[src/rtl/spi_word_tx.sv]
// rtl/spi_word_tx.sv - FIFO-buffered MSB-first SPI word transmitter for the instruction-load port.
// Define SPI_TX_PARITY_EN to append an even-parity bit to every frame.
module spi_word_tx #(
  parameter int DATA_WIDTH = 32,
  parameter int FIFO_DEPTH = 4,
  parameter int GAP_CYCLES = 4
) (
  input  logic                  clk_i,
  input  logic                  rst_i,
  input  logic                  en_i,
  input  logic [DATA_WIDTH-1:0] word_i,
  input  logic                  word_valid_i,
  output logic                  word_ready_o,
  output logic                  spi_ss_o,
  output logic                  spi_mosi_o,
  output logic                  busy_o,
  output logic                  fifo_empty_o,
  output logic [15:0]           words_sent_o
);

`ifdef SPI_TX_PARITY_EN
  localparam int SW = DATA_WIDTH + 1;
`else
  localparam int SW = DATA_WIDTH;
`endif
  localparam int AW = $clog2(FIFO_DEPTH);
  localparam int BW = $clog2(SW + 1);
  localparam int GW = $clog2(GAP_CYCLES + 1);
  localparam logic [BW-1:0] BIT_LAST = BW'(SW - 1);
  localparam logic [GW-1:0] GAP_LAST = GW'(GAP_CYCLES - 1);

  localparam logic [1:0] S_IDLE  = 2'd0;
  localparam logic [1:0] S_SHIFT = 2'd1;
  localparam logic [1:0] S_GAP   = 2'd2;

  logic [DATA_WIDTH-1:0] mem [FIFO_DEPTH];
  logic [AW:0]           wr_ptr;
  logic [AW:0]           rd_ptr;
  logic                  full;
  logic                  empty;
  logic                  push;
  logic                  pop;
  logic [1:0]            state;
  logic [SW-2:0]         shreg;
  logic [BW-1:0]         bit_cnt;
  logic [GW-1:0]         gap_cnt;
  logic [DATA_WIDTH-1:0] head;
  logic [SW-1:0]         head_frame;

  assign empty        = (wr_ptr == rd_ptr);
  assign full         = (wr_ptr[AW-1:0] == rd_ptr[AW-1:0]) && (wr_ptr[AW] != rd_ptr[AW]);
  assign word_ready_o = !full;
  assign fifo_empty_o = empty;
  assign push         = word_valid_i && !full;
  assign head         = mem[rd_ptr[AW-1:0]];
`ifdef SPI_TX_PARITY_EN
  assign head_frame   = {head, ^head};
`else
  assign head_frame   = head;
`endif

  // A new frame starts from IDLE or on the last gap cycle; en_i never cuts a frame short.
  assign pop    = en_i && !empty &&
                  ((state == S_IDLE) || ((state == S_GAP) && (gap_cnt == GAP_LAST)));
  assign busy_o = (state != S_IDLE);

  always_ff @(posedge clk_i) begin
    if (push) begin
      mem[wr_ptr[AW-1:0]] <= word_i;
    end
  end

  always_ff @(posedge clk_i) begin
    if (rst_i) begin
      wr_ptr       <= '0;
      rd_ptr       <= '0;
      state        <= S_IDLE;
      shreg        <= '0;
      bit_cnt      <= '0;
      gap_cnt      <= '0;
      spi_ss_o     <= 1'b1;
      spi_mosi_o   <= 1'b0;
      words_sent_o <= '0;
    end else begin
      if (push) begin
        wr_ptr <= wr_ptr + (AW+1)'(1);
      end
      if (pop) begin
        // The MSB goes straight to mosi; shreg holds the bits still to come.
        rd_ptr     <= rd_ptr + (AW+1)'(1);
        shreg      <= head_frame[SW-2:0];
        bit_cnt    <= '0;
        state      <= S_SHIFT;
        spi_ss_o   <= 1'b0;
        spi_mosi_o <= head_frame[SW-1];
      end else begin
        case (state)
          S_SHIFT: begin
            if (bit_cnt == BIT_LAST) begin
              state        <= S_GAP;
              gap_cnt      <= '0;
              spi_ss_o     <= 1'b1;
              spi_mosi_o   <= 1'b0;
              words_sent_o <= words_sent_o + 16'd1;
            end else begin
              bit_cnt    <= bit_cnt + BW'(1);
              shreg      <= {shreg[SW-3:0], 1'b0};
              spi_mosi_o <= shreg[SW-2];
            end
          end
          S_GAP: begin
            if (gap_cnt == GAP_LAST) begin
              state <= S_IDLE;
            end else begin
              gap_cnt <= gap_cnt + GW'(1);
            end
          end
          default: state <= S_IDLE;
        endcase
      end
    end
  end

endmodule

[config.mk]
export PLATFORM = sky130hd
export DESIGN_NAME = spi_word_tx
export DESIGN_NICKNAME = d
export VERILOG_FILES = /design/src/rtl/spi_word_tx.sv
export SDC_FILE = /design/constraint.sdc
export NUM_CORES = 1
export LEC_CHECK = 0
export ABC_AREA = 1
export CAP_MARGIN = 20
export CORE_AREA = 2 2 141 143
export CTS_BUF_LIST = sky130_fd_sc_hd__clkbuf_8
export DETAILED_ROUTE_END_ITERATION = 8
export DIE_AREA = 0 0 143 145
export GPL_TIMING_DRIVEN = 1
export SYNTH_ARGS = -nofsm -noshare
export SYNTH_HDL_FRONTEND = slang
export SYNTH_SLANG_ARGS = --single-unit
[constraint.sdc]
create_clock -name clk_i -period 3 [get_ports clk_i]
set_input_delay 0.45 -clock clk_i [delete_from_list [all_inputs] [get_ports clk_i]]
set_output_delay 0.45 -clock clk_i [all_outputs]
set_load 0.01 [all_outputs]
==> results of run 1 <==
-- sequential cells by signal, indices dropped and copies added (netlist names), named ones only --
| name | flops |
|---|---|
| mem | 128 |
| wr_ptr | 3 |
| gap_cnt | 3 |
| state | 2 |
| spi_ss_o | 1 |
| bit_cnt | 6 |
| shreg | 31 |
| spi_mosi_o | 1 |
| rd_ptr | 3 |
| words_sent_o | 16 |
-- cell usage after synthesis (all sizes together) --
library cell	number	area (um2)
nand4	3	18.8
o21bai	1	7.51
nand2	293	1140
and3	1	6.26
nand3	104	526
nor2	147	626
a21oi	22	114
nor3	1	5.00
o22ai	1	6.26
buf	22	153
xor2	4	35.0
edfxtp	128	3840
inv	186	706
nand3b	2	15.0
dfxtp	68	1360
o21ai	16	80.1
ha	9	113
clkbuf	18	67.6
-- layer usage --
| layer | routed length (um) | vias up | track usage [%] |
|---|---|---|---|
| met2 | 8350 | 80 | 28.9 |
| li1 | - | 3266 | - |
| met4 | 262 | 0 | 5.69 |
| met1 | 8620 | 2850 | 25.7 |
| met5 | 0 | - | 0 |
| met3 | 490 | 17 | 2.67 |
-- through the flow --
step | util (%) | hold slack [ns] | setup slack [ns] | area (um2)
finish | 52.1 | 0.499 | 0.495 | 10000
CTS | 52.1 | 0.496 | 0.445 | 10000
detailed placement | 50.1 | 0.480 | 0.742 | 9620
global placement | 50.1 | 0.476 | 0.769 | 9620
global route | 52.1 | 0.529 | 0.311 | 10000
floorplan | - | 0.459 | 0.282 | 8820
-- how the worst min path moves through the flow --
stage,depth (start not counted),startpoint,end
floorplan,2,bit_cnt[3]$_SDFFE_PP0P_,bit_cnt[3]$_SDFFE_PP0P_
CTS,2,bit_cnt[1]$_SDFFE_PP0P_,bit_cnt[1]$_SDFFE_PP0P_
global route,2,bit_cnt[3]$_SDFFE_PP0P_,bit_cnt[3]$_SDFFE_PP0P_
detailed placement,2,bit_cnt[1]$_SDFFE_PP0P_,bit_cnt[1]$_SDFFE_PP0P_
global placement,2,bit_cnt[0]$_SDFFE_PP0P_,bit_cnt[0]$_SDFFE_PP0P_
finish,2,bit_cnt[1]$_SDFFE_PP0P_,bit_cnt[1]$_SDFFE_PP0P_
-- cell families after synthesis --
| logic type | after synthesis |
|---|---|
| flip-flops | 196 |
| AO/OA/AOI/OAI | 40 |
| adder cells (fa/ha/maj) | 9 |
| XOR/XNOR | 4 |
| buffers and inverters | 226 |
| AND/OR/NAND/NOR | 551 |
-- placed cells by master, fill, tap and decap left out, types with 15 or more instances in the layout --
cell type and instances:
nand2_1 286, inv_1 179, edfxtp_1 128, nor2_1 121
nand3_1 103, dfxtp_1 67, clkdlybuf4s50_1 56, a21oi_1 21
nor2_2 20, clkbuf_8 17, o21ai_0 15
-- worst max-delay path: cells and delay by family (launching register included) --
kind | cells | cell delay (ns)
buffers and inverters | 3 | 0.81
DFF | 1 | 0.36
and+or+nand+nor | 3 | 0.42
-- power groups by stage --
stage	Combinational [mW]	Clock (mW)	Sequential, mW
finish	1.05	1.68	3.11
global route	1.21	1.81	3.13
CTS	1.07	1.72	3.11
detailed placement	1.06	0	3.17
global placement	1.05	0	3.17
floorplan	0.770	0	3.16
-- final cells by class --
cell class | count | area, um2
fillers | 1817 | 9200
flip-flops and latches | 196 | 5210
multi-input cells | 604 | 2720
inverters | 186 | 706
repair buffers | 68 | 651
well taps | 265 | 332
clock buffers | 17 | 234
clock inverters | 15 | 154
==> reports/qor.yml, run 1 <==
crit_path_end_kind: "primary output"
core_area_um2: 19200
worstPathArrival_ns: 2.06
worst_r2r_endpoint: "mem[3][5]$_DFFE_PP_"
start_util_pct: 45.9
drtIter0Drc: 351
hold_viol: 0
syn_nets: 1071
avgSynthCellArea_um2: 8.60
ys_seq_elements: 196
synthCells: 1026
synth_mux_area_share_pct: 0
dpl.hpwl_mm: 10.4
setup_viol: 0
worst_pin_slew_ns: 0.802
rr_startpoint: "wr_ptr[0]$_SDFFE_PP0P_"
grt_pass1_wl_mm: 29.5
fmax_mhz: 399
setup_tns_ns: 0
synth-xor-area-share_pct: 0.397
rrSetupSlack_ns: 0.86
outcome: "complete, no violations"
synth_simple_gate_area_share_pct: 26.5
die-area_um2: 20700
drv_cap: 0
cellLeakagePower_nw: 4.31
cts-buffers-inserted: 17
die_y_um: 145
synth_compound_area_share_pct: 2.35
critPathCapture: "fifo_empty_o"
grt_usage_pct: 18.2
cts.htree.levels: 4
seq_power_share_pct: 53.2
p_sw_mw: 1.71
io_buffers: 56
antenna_found_initial: 0
fin_cells: 1351
die-width_um: 143
dp.cells: 1319
vias_per_cell: 4.60
slew_violations: 0
insertion_delay_ns: 0.46
crit_chain: "inv_1 -> nand2_1 -> nand2_1 -> nand3_2 -> inv_1 -> clkdlybuf4s50_1"
finalCriticalPeriod_ns: 2.51
hold_path_class: "flop to flop"
rsz0062_at_grt: "no"
io-pin-count: 57
max_stage_delay_ns: 0.54
antennaDiodeCount: 0
synth_area_um2: 8820
p_comb_share_pct: 18.0
max_slew_margin_pct: 46.5
ys_warn_count: 0
ir_drop_mv: 0.321
p_int_mw: 4.13
ys_seq_area_share_pct: 59.0
root_buffer: "clkbuf_8"
cp.required_ns: 2.55
critical_path_class: "flop to primary output"
place.gp.congestion: 0.727
cts_setup_buffers: 0
grt_max_degree: 65
avgRoutedWirePerCell_um: 13.1
yosys.area_share.adder_pct: 1.28
post_cts_resized: 0
cts_tree: "yes"
grt_remaining_overflow: 0
drc: 0
cts.sinks: 196
ff2ff_path_depth: 7
dr.pass1.iters: 4
synth.distinct_cells: 32
synth_top_family_by_area: "simple AND/OR/NAND/NOR gates"
final_nets: 1118
wl_mm: 17.7
clock_path_buffers: 2
p_clk_share_pct: 28.8
path_clk_slew_ns: 0.11
grt_pass1_vias: 5821
swShare_pct: 29.4
synthToLayoutAreaGrowth_pct: 13.4
totalPowerFinal_mw: 5.84
via_count: 6213
critPathSlowestCell: "clkdlybuf4s50_1"
powerDensity_nw_per_um2: 584
num_rows: 51
antenna_left: 0
path_max_fanout: 10
fin_crit_sh_pct: 83.5
start_kind: "flop"
cp-startpoint: "wr_ptr[1]$_SDFFE_PP0P_"
cts-hold-fix-buffers: 0
fin_skew_ns: 0.0186
drive_above_1_share_pct: 7.92
Power figures use the tool's default switching activity.
==> run 2: changes to the inputs <==
- PLACE_DENSITY: not set -> 0.67
- clock period: 3 -> 2.1 ns (I/O delays scaled with it)
==> run 2 against run 1 <==
Net effect: non-clock buffer count grew 11; sequential power grew 43%; global-route usage shrank 0.25 points; register-to-register slack lost 0.58 ns; first-iteration DRC count grew 11%; critical endpoint unchanged; highest routed layer unchanged.
==> reports/qor.yml, run 2 (synthesized netlist as in run 1, its figures left out) <==
cp-startpoint: "wr_ptr[1]$_SDFFE_PP0P_"
cts-hold-fix-buffers: 0  # unchanged
io-pin-count: 57  # unchanged
mostFrequentLayoutCells: "nand2_1 (286), inv_1 (182), edfxtp_1 (128)"
drc: 0  # unchanged
rr_startpoint: "wr_ptr[0]$_SDFFE_PP0P_"
clock_path_buffers: 2  # unchanged
drtIter0Drc: 388  # +11%
io_buffers: 56  # unchanged
final_cell_area_um2: 10200  # +2.2%
rrSetupSlack_ns: 0.28  # -0.58 ns
dr.pass1.iters: 4  # unchanged
cts_setup_buffers: 0  # unchanged
num_rows: 51  # unchanged
final_nets: 1129  # +0.98%
dp.cells: 1330  # +0.83%
worst_pin_slew_ns: 0.504  # -0.299 ns
antenna_found_initial: 0  # unchanged
p_sw_mw: 2.38  # +39%
layout_setup_ws_ns: 0.211  # -0.283 ns
worst_r2r_endpoint: "mem[3][5]$_DFFE_PP_"
fin_skew_ns: 0.0121  # -0.00647 ns
rsz0062_at_grt: "no"
max_slew_margin_pct: 66.3  # +20 points
crit_chain: "inv_1 -> nand2_1 -> nand2_1 -> nand3_2 -> inv_1 -> dlygate4sd2_1"
p_comb_share_pct: 18.7  # +0.7 points
start_kind: "flop"
place.gp.congestion: 0.774  # +6.6%
setup_tns_ns: 0  # unchanged
hold_path_class: "input port to flop"
setup_viol: 0  # unchanged
vias_per_cell: 4.62  # +0.49%
multi_input_comb_area_um2: 2720  # unchanged
grt_usage_pct: 17.9  # -0.25 points
grt_pass1_vias: 5963  # +2.4%
seq_power_share_pct: 52.3  # -0.9 points
grt_remaining_overflow: 0  # unchanged
insertion_delay_ns: 0.46  # about the same
critPathCapture: "fifo_empty_o"
cts_tree: "yes"
hold_viol: 0  # unchanged
grt_pass1_wl_mm: 29.3  # -0.72%
die-area_um2: 20700  # unchanged
dpl.hpwl_mm: 11.3  # +9.0%
fillers: 1776  # -2.3%
wl_mm: 17.4  # -2.0%
crit_path_end_kind: "primary output"
drive_above_1_share_pct: 8.84  # +0.92 points
path_clk_slew_ns: 0.10  # about the same
cts-buffers-inserted: 17  # unchanged
place_ws_ns: 0.190  # -0.552 ns
cts.sinks: 196  # unchanged
fmax_mhz: 529
post_cts_resized: 4  # +4
ir_drop_mv: 0.486  # +51%
max_stage_delay_ns: 0.35  # -0.19 ns
synthToLayoutAreaGrowth_pct: 15.9
path_max_fanout: 5  # -5
largest_reg_flops: 128  # unchanged
drv_cap: 0  # unchanged
ff2ff_path_depth: 7  # unchanged
finalCriticalPeriod_ns: 1.89
utilization_pct: 53.2  # +1.1 points
via_count: 6294  # +1.3%
slew_violations: 0  # unchanged
die-width_um: 143  # unchanged
start_util_pct: 45.9  # unchanged
worstPathArrival_ns: 1.57  # -0.49 ns
outcome: "complete, no violations"
layout_commonest_cell: "nand2_1"
critPathSlowestCell: "dfxtp_2"
powerDensity_nw_per_um2: 831  # +42%
regArea_um2: 5210  # about the same
grt_max_degree: 38  # -42%
critical_path_class: "flop to primary output"
place_area_um2: 9810  # +2.0%
p_int_mw: 6.12  # +48%
antenna_left: 0  # unchanged
antennaDiodeCount: 0  # unchanged
swShare_pct: 28.0  # -1.4 points
cellLeakagePower_nw: 4.44  # +2.9%
avgRoutedWirePerCell_um: 12.7  # -2.8%
root_buffer: "clkbuf_8"
cts.htree.levels: 4  # unchanged
core_area_um2: 19200  # unchanged
cp.required_ns: 1.78  # -0.77 ns
die_y_um: 145  # unchanged
p_clk_share_pct: 29.0  # +0.2 points
fin_crit_sh_pct: 89.9
fin_cells: 1362  # +0.81%
run 2: cell count changes in the layout (fill, tap and decap cells not counted):
cell             previous run  this run
clkinvlp_2                  1         0
dlygate4sd2_1               0         2
dfxtp_2                     1         3
clkinvlp_4                  3         0
dfxtp_1                    67        65
buf_12                      0         9
inv_1                     179       182
clkinv_1                    1         0
clkbuf_8                   17        22
inv_6                       5         2
clkdlybuf4s50_1            56        54
buf_4                      12        14
run 2: layout make-up:
| type | instances | area share, % |
|---|---|---|
| clock buffer | 22 | 2.96 |
| timing repair buffer | 79 | 8.25 |
| tap | 265 | 3.24 |
| multi-input combinational | 604 | 26.6 |
| inverter | 186 | 6.90 |
| clock inverter | 10 | 1.05 |
| sequential | 196 | 51.0 |
run 2: worst max-delay path, delay by kind of cell (launching register included):
kind,cells,cell delay (ns)
buffers and inverters,3,0.52
flip-flops,1,0.35
AND/OR/NAND/NOR,3,0.24
run 2: worst min-delay path by stage:
stage,start,endpoint,slack [ns],depth (start not counted)
detailed placement,bit_cnt[1]$_SDFFE_PP0P_,bit_cnt[1]$_SDFFE_PP0P_,0.48,2
finish,word_i[24],mem[2][24]$_DFFE_PP_,0.49,1
global route,word_i[22],mem[3][22]$_DFFE_PP_,0.47,1
CTS,word_i[24],mem[2][24]$_DFFE_PP_,0.47,1
floorplan,word_i[0],mem[0][0]$_DFFE_PP_,0.41,0
global placement,bit_cnt[1]$_SDFFE_PP0P_,bit_cnt[1]$_SDFFE_PP0P_,0.48,2
run 2: metal layers:
layer | global-route usage (%) | part of all wire, % | wire [um] | vias to the layer above
met5 | 0 | 0 | 0 | -
met4 | 4.21 | 0.87 | 151 | 0
met3 | 3.73 | 3.2 | 555 | 11
met2 | 29.4 | 48 | 8290 | 86
met1 | 24.4 | 48 | 8360 | 2908
li1 | - | - | - | 3289
run 2: power by group through the flow:
stage,Sequential (mW),Clock (mW),Combinational [mW]
finish,4.44,2.46,1.59
global route,4.47,2.66,1.81
CTS,4.44,2.52,1.61
detailed placement,4.53,0,1.61
global placement,4.53,0,1.59
floorplan,4.51,0,1.10
run 2: metrics by stage:
stage / power, mW / hold slack (ns)
floorplan: 5.61 / 0.414
global placement: 6.11 / 0.477
detailed placement: 6.13 / 0.483
CTS: 8.57 / 0.469
global route: 8.93 / 0.473
finish: 8.50 / 0.493
